<file path="src/rtl/mw_writeback_stage.sv">
`default_nettype none
// ============================================================================
//  Module      : mw_writeback_stage
//  Description : M/W pipeline register with load-data formatter. Selects the
//                byte/half from the memory word, extends it, flags misaligned
//                loads and registers the writeback fields for the register
//                file and forwarding network.
//  Revision    : 1.0  initial release
// ============================================================================
module mw_writeback_stage #(
  parameter logic [31:0] PC_RESET = 32'h0000_3000
) (
  input  logic        clk,
  input  logic        reset,
  input  logic        pause,
  input  logic        flush,
  input  logic        M_valid,
  input  logic [31:0] M_PC,
  input  logic [31:0] M_alu,
  input  logic [31:0] M_mem_read,
  input  logic [2:0]  M_width,
  input  logic [1:0]  M_wb_sel,
  input  logic        M_reg_we,
  input  logic [4:0]  M_reg_waddr,
  output logic        W_valid,
  output logic [31:0] W_PC,
  output logic        W_reg_we,
  output logic [4:0]  W_reg_waddr,
  output logic [31:0] W_wdata,
  output logic        W_misalign
);

  // Load format codes; anything not listed below behaves as lw.
  localparam logic [2:0] c_WIDTH_LH  = 3'd1;
  localparam logic [2:0] c_WIDTH_LHU = 3'd2;
  localparam logic [2:0] c_WIDTH_LB  = 3'd3;
  localparam logic [2:0] c_WIDTH_LBU = 3'd4;

  // Writeback source codes; code 3 falls back to the ALU result.
  localparam logic [1:0] c_WB_LOAD = 2'd1;
  localparam logic [1:0] c_WB_PC8  = 2'd2;

  logic [1:0]  w_offset;
  logic [7:0]  w_byte;
  logic [15:0] w_half;
  logic        w_is_half;
  logic        w_is_byte;
  logic        w_is_word;
  logic [31:0] w_load;
  logic        w_misalign;

  logic        valid_d,    valid_q;
  logic [31:0] pc_d,       pc_q;
  logic        reg_we_d,   reg_we_q;
  logic [4:0]  waddr_d,    waddr_q;
  logic [31:0] wdata_d,    wdata_q;
  logic        misalign_d, misalign_q;

  assign w_offset  = M_alu[1:0];
  assign w_is_half = (M_width == c_WIDTH_LH) || (M_width == c_WIDTH_LHU);
  assign w_is_byte = (M_width == c_WIDTH_LB) || (M_width == c_WIDTH_LBU);
  assign w_is_word = ~w_is_half & ~w_is_byte;

  // Pick the addressed byte and half out of the aligned memory word.
  always_comb begin
    w_byte = M_mem_read[7:0];
    case (w_offset)
      2'd0: w_byte = M_mem_read[7:0];
      2'd1: w_byte = M_mem_read[15:8];
      2'd2: w_byte = M_mem_read[23:16];
      2'd3: w_byte = M_mem_read[31:24];
      default: w_byte = M_mem_read[7:0];
    endcase
    w_half = w_offset[1] ? M_mem_read[31:16] : M_mem_read[15:0];
  end

  // Extend the selected field into the final load value.
  always_comb begin
    w_load = M_mem_read;
    case (M_width)
      c_WIDTH_LB:  w_load = {{24{w_byte[7]}}, w_byte};
      c_WIDTH_LBU: w_load = {24'd0, w_byte};
      c_WIDTH_LH:  w_load = {{16{w_half[15]}}, w_half};
      c_WIDTH_LHU: w_load = {16'd0, w_half};
      default:     w_load = M_mem_read;
    endcase
  end

  // Misalignment only matters for loads; bytes can never be misaligned.
  assign w_misalign = (M_wb_sel == c_WB_LOAD) &&
                      ((w_is_word && (w_offset != 2'd0)) ||
                       (w_is_half && w_offset[0]));

  // Next-state values for a normal capture.
  always_comb begin
    valid_d    = M_valid;
    pc_d       = M_PC;
    waddr_d    = M_reg_waddr;
    misalign_d = M_valid & w_misalign;
    reg_we_d   = M_valid & M_reg_we & (M_reg_waddr != 5'd0) & ~w_misalign;
    case (M_wb_sel)
      c_WB_LOAD: wdata_d = w_load;
      c_WB_PC8:  wdata_d = M_PC + 32'd8;
      default:   wdata_d = M_alu;
    endcase
  end

  // W register: reset/flush load a bubble, pause holds, otherwise capture.
  always_ff @(posedge clk) begin
    if (reset || flush) begin
      valid_q    <= 1'b0;
      pc_q       <= PC_RESET;
      reg_we_q   <= 1'b0;
      waddr_q    <= 5'd0;
      wdata_q    <= 32'd0;
      misalign_q <= 1'b0;
    end else if (!pause) begin
      valid_q    <= valid_d;
      pc_q       <= pc_d;
      reg_we_q   <= reg_we_d;
      waddr_q    <= waddr_d;
      wdata_q    <= wdata_d;
      misalign_q <= misalign_d;
    end
  end

  assign W_valid     = valid_q;
  assign W_PC        = pc_q;
  assign W_reg_we    = reg_we_q;
  assign W_reg_waddr = waddr_q;
  assign W_wdata     = wdata_q;
  assign W_misalign  = misalign_q;

endmodule
`default_nettype wire

</file>
<file path="config.mk">
export PLATFORM = sky130hd
export DESIGN_NAME = mw_writeback_stage
export DESIGN_NICKNAME = d
export VERILOG_FILES = /design/src/rtl/mw_writeback_stage.sv
export SDC_FILE = /design/constraint.sdc
export NUM_CORES = 1
export LEC_CHECK = 0
export BUFFER_PORTS_ARGS = -buffer_cell sky130_fd_sc_hd__buf_4
export CORE_MARGIN = 3
export CORE_UTILIZATION = 35
export DETAILED_ROUTE_END_ITERATION = 16
export PLACE_DENSITY = 0.72
export REMOVE_ABC_BUFFERS = 1
export SLEW_MARGIN = 5
export SYNTH_ARGS = -nofsm -noshare
export SYNTH_HDL_FRONTEND = slang
export SYNTH_SLANG_ARGS = --single-unit
</file>
<file path="constraint.sdc">
create_clock -name clk -period 1.45 [get_ports clk]
set_input_delay 0.145 -clock clk [delete_from_list [all_inputs] [get_ports clk]]
set_output_delay 0.145 -clock clk [all_outputs]
set_load 0.02 [all_outputs]
</file>
* Word-level counts from Yosys, hierarchy flattened
Index checks and enable logic that the tools add are counted.
** Word-level totals
- Word-level logic and storage cells :: 38
- Flip-flop bits (word level) :: 72
- Bits of input ports :: 112
- Output and inout port bits :: 72
** Operators by class
- Bitwise gates (word level) :: 8
- Muxes and demuxes :: 4
- $add $sub $neg :: 1
- Equality and inequality tests :: 9
- Reductions and logical operators :: 10
** Operators by type and width (number)
- 32-bit one-hot mux with 4 select lines :: 1
- 32-bit one-hot mux with 2 select lines :: 1
- 32-bit by 4-bit adder with 32-bit output, second input constant :: 1
- 8-bit one-hot mux with 4 select lines :: 1
- 16-bit two-way mux :: 1
- 2-bit equality test, second input constant :: 3
- 3-bit by 2-bit equality test with 1-bit output, second input constant :: 2
- 1-bit AND :: 5
- 5-bit nonzero test :: 1
- 2-bit by 1-bit equality test with 1-bit output, second input constant :: 2
- 1-bit logical OR :: 4
- 3-bit by 1-bit equality test with 1-bit output, second input constant :: 1
- 3-bit equality test, second input constant :: 1
- 1-bit logical AND :: 3
- 1-bit NOT :: 3
- 2-bit logical NOT :: 1
- 2-bit nonzero test :: 1

* Depth between registers and ports, before layout
Gate-level depths: netlist of the first run.
- Depth in word-level cells :: 9
- Gate-level depth with buffers :: 7
- Depth with buffers taken out :: 7

* Least setup slack after synthesis of the first run
OpenSTA, ideal clock, no wires.
- Path type :: input -> register
- Start :: input port M_alu[1]
- End :: register wdata_q[7] (netlist: W_wdata[7])
- Library setup time :: 0.130 ns
- Stages on the path :: 6
- Data required time :: 1.320 ns
- Buffers on the path :: 1
- Slack :: -0.046 ns
- Arrival :: 1.366 ns
- Cells stage by stage :: buf_6 -> mux4_2 -> nor3_4 -> nand2_1 -> a221oi_1 -> o22ai_1
** On the way
- Word-level cells in the longest chain between the ends :: 4
- Elaborated cells between the ends (all ways) :: 8
- Those cells by class :: eq/ne: 3; mux: 4; reduce/logical: 1
** Ends and longest elaborated chain
- from (decl) :: RTL line 19 : input logic [31:0] M_alu,
- 2-bit equality test, or another cell as far along :: RTL line 67 : case (w_offset)
- 8-bit one-hot mux with 4 select lines :: RTL line 67
- 32-bit one-hot mux with 4 select lines (*) :: RTL line 80 : case (M_width)
- 32-bit one-hot mux with 2 select lines (*) :: RTL line 101 : case (M_wb_sel)
- to (signal assigned) :: RTL line 122 : wdata_q <= wdata_d;
- to (decl) :: RTL line 56 : logic [31:0] wdata_d, wdata_q;
Mark *: on every way between the ends. The rest lies on a longest branch, timed or not.
A chain may end at the register's enable or synchronous reset.

* Worst setup path in the final report of the first run
- Start :: input port M_alu[1]
- End :: register wdata_q[30] (netlist: W_wdata[30])
The elaborated chain is that of the path after synthesis.

==> results of run 1 <==
[metrics by stage]
step | power (uW) | utilization, % | hold WS [ns] | worst slack (ns) | setup TNS, ns
floorplan | 2730 | - | 0.270 | -0.299 | -4.11
global placement | 3600 | 53.2 | 0.378 | -0.221 | -4.89
detailed placement | 3610 | 53.2 | 0.382 | -0.316 | -5.66
CTS | 5880 | 55.9 | 0.0299 | 0.0271 | 0
global route | 6120 | 56.1 | 0.0556 | -0.0107 | -0.0191
finish | 5850 | 56.1 | 0.0408 | 0.0554 | 0
[registers in the layout (all words and copies together) (netlist names)]
name         count
W_misalign       1
W_valid          1
W_reg_waddr      5
W_PC            32
W_wdata         32
W_reg_we         1
[layout make-up]
| cell class | count | area [um2] |
|---|---|---|
| tap | 168 | 210 |
| inverter | 14 | 52.6 |
| clock buffer | 11 | 253 |
| multi-input combinational | 399 | 2730 |
| clock inverter | 3 | 42.5 |
| sequential | 72 | 1440 |
| timing repair buffer | 275 | 2090 |
| fill | 1160 | 5340 |
[critical path: cells and delay by family]
family	cells	cell delay, ns
buf+inv	4	0.50
mux	1	0.54
compound gates	2	0.23
simple gates	2	0.19
[per-layer routing]
layer,vias to the layer above,track usage (%)
met4,0,5.42
met5,-,0
met3,18,6.75
met1,2436,32.0
li1,2496,-
met2,251,39.6
[how the worst max path moves through the flow]
stage / startpoint / end / depth (start not counted)
CTS: M_alu[1] / W_wdata[31]$_SDFFE_PP0N_ / 9
detailed placement: M_alu[1] / W_wdata[26]$_SDFFE_PP0N_ / 7
global route: M_alu[1] / W_wdata[30]$_SDFFE_PP0N_ / 9
finish: M_alu[1] / W_wdata[30]$_SDFFE_PP0N_ / 9
floorplan: M_width[0] / W_wdata[10]$_SDFFE_PP0N_ / 5
global placement: M_alu[1] / W_wdata[23]$_SDFFE_PP0N_ / 7
[power breakdown]
part	internal [uW]	switching, uW
clock network	1400	843
registers	2060	51.7
logic	723	772
[cells by family after synthesis]
kind of cell,Yosys count,synth area share (%)
AO/OA/AOI/OAI,169,26.3
AND/OR/NAND/NOR,156,18.4
flip-flops,72,32.7
buffers and inverters,56,5.65
multiplexers,52,12.2
XOR/XNOR,17,3.38
adder cells (fa/ha/maj),5,1.31
[cells in the final DEF, fill, tap and decap left out, drive strengths merged, types with 10 or more instances in the layout]
cell type and count:
a21oi 25, a31oi 17, buf 275, clkbuf 11, dfxtp 72, inv 14, mux2i 47, nand2 28
nand3 17, nand4 12, nor2 52, nor3 12, nor4 10, o21ai 39, o221ai 30, xnor2 10
[timing repair]
action / in CTS / in global routing
setup buffers: 2 / 1
gates resized for setup: 0 / 2
hold buffers: 0 / 0
pin swaps: 1 / 0
setup endpoints to repair: 1 / 2
==> results by group, run 1 <==
Placement
  – Gp weighted congestion: 0.926
  – Placed cell area: 6470 um2
  – DPL Wire Length: 13,900 um
  – Inst Count DP: 925
  – PortBufs: 183

Global routing
  – Antenna violations before repair: 0
  – Number of global-route vias before repair: 5,159
  – Total track usage: 24.3%
  – Largest net degree at the start of global routing: 35
  – GRT overflow: 0
  – First-pass GRT wire length: 27,300 um

Power
  – Peak VDD IR: 0.615 mV
  – PwrDens: 858 nW/um2
  – Leakage: 0.00305 uW

CTS
  – Reg clk slew, reported paths: 0.06 ns
  – CTS Sinks: 72
  – Total CTS buffers: 9
  – Worst-Skew Late Latency: 0.33 ns
  – H-tree Lvls: 3
  – CTS tree: built
  – Root Buffer: clkbuf_16
  – Clock buffer depth: 2

Layout
  – Share of layout cells above drive strength 1: 39.7%
  – Non-filler cells, final: 942
  – Syn-to-layout area delta: 54.8%
  – N_diodes: 0
  – Number of nets in the layout: 886
  – Cell area after layout: 6820 um2

Synth
  – Unique masters post-synth: 60
  – Post-synth top area share: 32.7%
  – Post-Syn Area: 4400 um2
  – Post-Syn Instances: 527
  – Top post-synthesis cells by area: dfxtp_1 (33%), mux2i_1 (11%), o221ai_1 (6.0%), nor2_1 (4.3%), o21ai_0 (3.8%)
  – Dominant cell type by area after synthesis: dfxtp_1
  – Syn Area/Cell: 8.36 um2
  – Syn. warnings: 0
  – Synth top cells by count: dfxtp_1 (72), nor2_1 (51), mux2i_1 (47)
  – Most frequent cell after synthesis: dfxtp_1
  – Main synth FF type: dfxtp_1
  – Yosys reg bits: 72
  – Post-synth EDFFs: 0
  – Sequential element share of the synthesized area: 32.7%
  – Async S/R FF share, synth: 0%

Timing
  – Fmax: 717 MHz
  – Max-slew violations: 0
  – Final Cycle Share: 96.2%
  – Fin Clk Skew: 0 ns
  – Setup-failing EPs final: 0
  – Fin. Hold Viols: 0
  – Slew headroom: 69.7%
  – Fin crit period: 1.39 ns
  – RSZ-0062 raised after global routing: true
  – Pin slew with the least headroom to its limit: 0.455 ns

Critical path
  – R2r setup slk: 0.44 ns
  – Arr. time, crit path: 1.61 ns
  – Worst flop-to-flop path endpoint: W_wdata[3]$_SDFFE_PP0N_
  – CP max FO: 15
  – Startpoint types: primary input
  – Data required, critical path: 1.67 ns
  – Crit path kind: in2reg
  – Critical path cell sequence: buf_4, mux4_2, nor3_4, buf_4, nor3_4, buf_12, buf_4, o22ai_1, a21oi_1
  – Slowest-stage cell, CP: mux4_2
  – Setup crit end kind: flip-flop
  – Worst r2r path cells: 3
  – Critical R2R Launch: W_wdata[3]$_SDFFE_PP0N_
  – Crit-path most repeated cell: buf_4
  – CP max stage delay: 0.54 ns

Hold path
  – Hold_sp: reset
  – Hold path cells: 3
  – Hold endpoint: W_PC[13]$_SDFFE_PP1N_
  – HP Class: in2reg

Die
  – I/O pins: 184
  – Die W: 118 um
  – Initial Util: 36.2%
  – Die H: 118 um
  – Core area: 12,200 um2
  – Core Rows: 40
  – Die area: 14,000 um2

Detailed routing
  – DRT Pass-1 Iters: 5
  – Antenna-violating nets left: 0
  – WL/cell: 18.2 um
  – Met2 Routed Length: 8060 um
  – Vias per cell: 5.52
  – M1 WL: 7420 um
  – Post-route DRC: 0
  – Max Used Layer: met4
  – DR vias: 5,201
  – Final WL: 17,100 um
  – Met3 wire length: 1430 um
  – Drt initial violations: 428

Outcome
  – Run status: completed

Job
  – Maximum capacitance violations: 0
No activity file was read; power rests on OpenSTA's default activity.
==> run 2, diff against run 1 <==
--- a/config.mk
+++ b/config.mk
@@ -7,2 +7,3 @@
 export LEC_CHECK = 0
+export ABC_AREA = 1
 export BUFFER_PORTS_ARGS = -buffer_cell sky130_fd_sc_hd__buf_4
@@ -11,3 +12,3 @@
 export DETAILED_ROUTE_END_ITERATION = 16
-export PLACE_DENSITY = 0.72
+export PLACE_DENSITY = 0.71
 export REMOVE_ABC_BUFFERS = 1
--- a/constraint.sdc
+++ b/constraint.sdc
@@ -3,2 +3,2 @@
 set_output_delay 0.145 -clock clk [all_outputs]
-set_load 0.02 [all_outputs]
+set_load 0.005 [all_outputs]
==> run 2 against run 1 <==
Net effect:
- synthesized cell count rose by 47%
- sequential power barely moved
- highest routed layer unchanged
- non-clock buffer count decreased by 53
==> results by group, run 2 <==
Outcome
  – Run status: completed

Synth
  – Post-synth EDFFs: 0 (unchanged)
  – Main synth FF type: dfxtp_1
  – Top post-synthesis cells by area: dfxtp_1 (30%), nand2_1 (17%), a21oi_1 (10%), o21ai_0 (7.0%), nand3_1 (6.3%)
  – Dominant cell type by area after synthesis: dfxtp_1
  – Yosys reg bits: 72 (unchanged)
  – Synth top cells by count: nand2_1 (221), a21oi_1 (95), dfxtp_1 (72)
  – Syn. warnings: 0 (unchanged)
  – Syn Area/Cell: 6.15 um2 (-26%)
  – Most frequent cell after synthesis: nand2_1
  – Post-Syn Instances: 774 (+47%)
  – Async S/R FF share, synth: 0% (unchanged)
  – Post-synth top area share: 30.3% (-2.5 points)
  – Sequential element share of the synthesized area: 30.3% (-2.5 points)
  – Unique masters post-synth: 35 (-42%)
  – Post-Syn Area: 4760 um2 (+8.2%)

CTS
  – Total CTS buffers: 9 (unchanged)
  – H-tree Lvls: 3 (unchanged)
  – CTS Sinks: 72 (unchanged)
  – CTS tree: built
  – Worst-Skew Late Latency: 0.34 ns (about the same)
  – Reg clk slew, reported paths: 0.07 ns (about the same)
  – Setup Buffers After CTS: 0 (-2)
  – PostCTS Resize Cnt: 0 (unchanged)
  – Root Buffer: clkbuf_16
  – Cts hold-fix bufs: 0 (unchanged)
  – Clock buffer depth: 2 (unchanged)

Timing
  – Fin crit period: 1.15 ns (-0.245 ns)
  – Slew headroom: 71.1% (+1.4 points)
  – RSZ-0062 raised after global routing: false
  – Final Cycle Share: 79.3% (-17 points)
  – Fmax: 870 MHz (+21%)
  – Fin. Hold Viols: 0 (unchanged)
  – Max-slew violations: 0 (unchanged)
  – Pin slew with the least headroom to its limit: 0.430 ns (-0.0254 ns)
  – Setup-failing EPs final: 0 (unchanged)
  – Setup Total Neg Slack: 0 ns (unchanged)
  – Fin Clk Skew: 0 ns (unchanged)

Layout
  – Cell area after layout: 6950 um2 (+2.0%)
  – Final core utilization: 53.6% (-2.5 points)
  – Syn-to-layout area delta: 46.0%
  – Number of nets in the layout: 1,083 (+22%)
  – N_diodes: 0 (unchanged)
  – Commonest non-fill, non-tap cell in the layout: nand2_1
  – Most frequent cells in the layout: nand2_1 (221), buf_4 (211), a21oi_1 (95)
  – Share of layout cells above drive strength 1: 30.8% (-8.8 points)

Detailed routing
  – Final WL: 18,500 um (+7.8%)
  – Vias per cell: 5.03 (-8.9%)
  – Antenna-violating nets left: 0 (unchanged)
  – DR vias: 5,758 (+11%)
  – DRT Pass-1 Iters: 5 (unchanged)
  – Drt initial violations: 401 (-6.3%)
  – WL/cell: 16.1 um (-11%)
  – Post-route DRC: 0 (unchanged)

Die
  – Die area: 15,000 um2 (+7.7%)
  – Die W: 123 um (+3.8%)
  – Die H: 123 um (+3.8%)
  – I/O pins: 184 (unchanged)
  – Initial Util: 36.7% (+0.49 points)
  – Core area: 13,000 um2 (+6.7%)
  – Core Rows: 41 (+2.5%)

Global routing
  – Number of global-route vias before repair: 5,524 (+7.1%)
  – Largest net degree at the start of global routing: 51 (+46%)
  – First-pass GRT wire length: 28,400 um (+4.1%)
  – Total track usage: 24.3% (+0.068 points)
  – Antenna violations before repair: 0 (unchanged)
  – GRT overflow: 0 (unchanged)

Placement
  – PortBufs: 183 (unchanged)
  – Placed cell area: 6600 um2 (+1.9%)
  – Gp weighted congestion: 0.999 (+7.9%)
  – DPL Wire Length: 14,600 um (+4.6%)

Critical path
  – Critical path cell sequence: buf_4, buf_4, o21ai_0, nor2_1, o21ai_0, nand2_1, o21ai_0, a21oi_1
  – Setup crit end kind: flip-flop
  – Crit path kind: in2reg
  – Slowest-stage cell, CP: o21ai_0
  – CP max stage delay: 0.37 ns (-0.17 ns)
  – Startpoint types: primary input
  – Arr. time, crit path: 1.38 ns (-0.23 ns)
  – Data required, critical path: 1.68 ns (about the same)
  – CP max FO: 5 (-10)
  – Crit-path most repeated cell: o21ai_0

Hold path
  – HP Class: in2reg

Power
  – Peak VDD IR: 0.466 mV (-24%)
  – Power Total: 6260 uW (+7.0%)
  – Leakage: 0.00323 uW (+6.1%)
  – PwrDens: 901 nW/um2 (+4.9%)

Job
  – Maximum capacitance violations: 0 (unchanged)
-- run 2: changes by cell type in the layout (fill, tap and decap cells not counted), sizes merged, moves of 11 or more --
cell	delta
buf	-53
o221ai	-30
inv	+37
o21ai	+50
nand3	+47
mux2i	-47
nor3	-11
nor2	+23
or2	+21
a31oi	-16
nand2	+201
a21oi	+79
-- run 2: logic make-up (layout without fill, tap and decap cells) --
logic type | count (synthesis) | in the layout | share of synthesized area (%)
AOI/OAI and AO/OA | 209 | 209 | 23.6
DFF | 72 | 72 | 30.3
adders and majority gates | 3 | 3 | 0.788
xor gates and xnor gates | 3 | 3 | 0.552
buffers and inverters | 91 | 290 | 8.12
and+or+nand+nor | 396 | 396 | 36.7
-- run 2: worst max-delay path: cells and delay by family --
| kind | cells | cell delay (ns) |
|---|---|---|
| compound gates | 4 | 0.75 |
| buf+inv | 2 | 0.28 |
| simple gates | 2 | 0.19 |
-- run 2: layout make-up --
class	instances	area [um2]
fillers	1350	6020
multi-input cells	611	2940
repair buffers	222	1800
flip-flops and latches	72	1440
clock buffers	11	253
well taps	172	215
inverters	52	200
clock inverters	5	103
-- run 2: per-stage QoR --
stage          hold slack, ns  std cells  worst slack (ns)
6_report               0.0667       1145             0.300
5_1_grt                0.0611       1145             0.101
4_1_cts                0.0497       1145             0.308
3_5_place_dp            0.407       1129           -0.0616
3_3_place_gp            0.398       1129           -0.0762
2_1_floorplan           0.258        735            -0.696
-- run 2: path summary, 6_finish.rpt --
kind                       startpoint                          end  slack, ns  cells past startpoint
min reg2reg     W_PC[14]$_SDFFE_PP0N_        W_PC[14]$_SDFFE_PP0N_       0.46                      2
max reg2reg  W_wdata[25]$_SDFFE_PP0N_     W_wdata[25]$_SDFFE_PP0N_       0.75                      2
min                    M_reg_waddr[3]  W_reg_waddr[3]$_SDFFE_PP0N_       0.07                      3
max                          M_alu[1]      W_wdata[8]$_SDFFE_PP0N_       0.30                      8
-- run 2: routing by layer --
metal / global-route usage, % / vias up / wire [um]
li1: - / 2948 / -
met1: 33.7 / 2567 / 8560
met2: 36.6 / 208 / 8100
met3: 4.84 / 35 / 1300
met4: 10.6 / 0 / 520
met5: 0 / - / 0
-- run 2: where the power goes --
group / switching [uW] / leakage, uW / total (uW) / internal [uW]
registers: 41.9 / 0.000588 / 2100 / 2060
logic: 800 / 0.00247 / 1480 / 675
clock network: 915 / 0.000172 / 2690 / 1770
total: 1760 / 0.00323 / 6260 / 4510
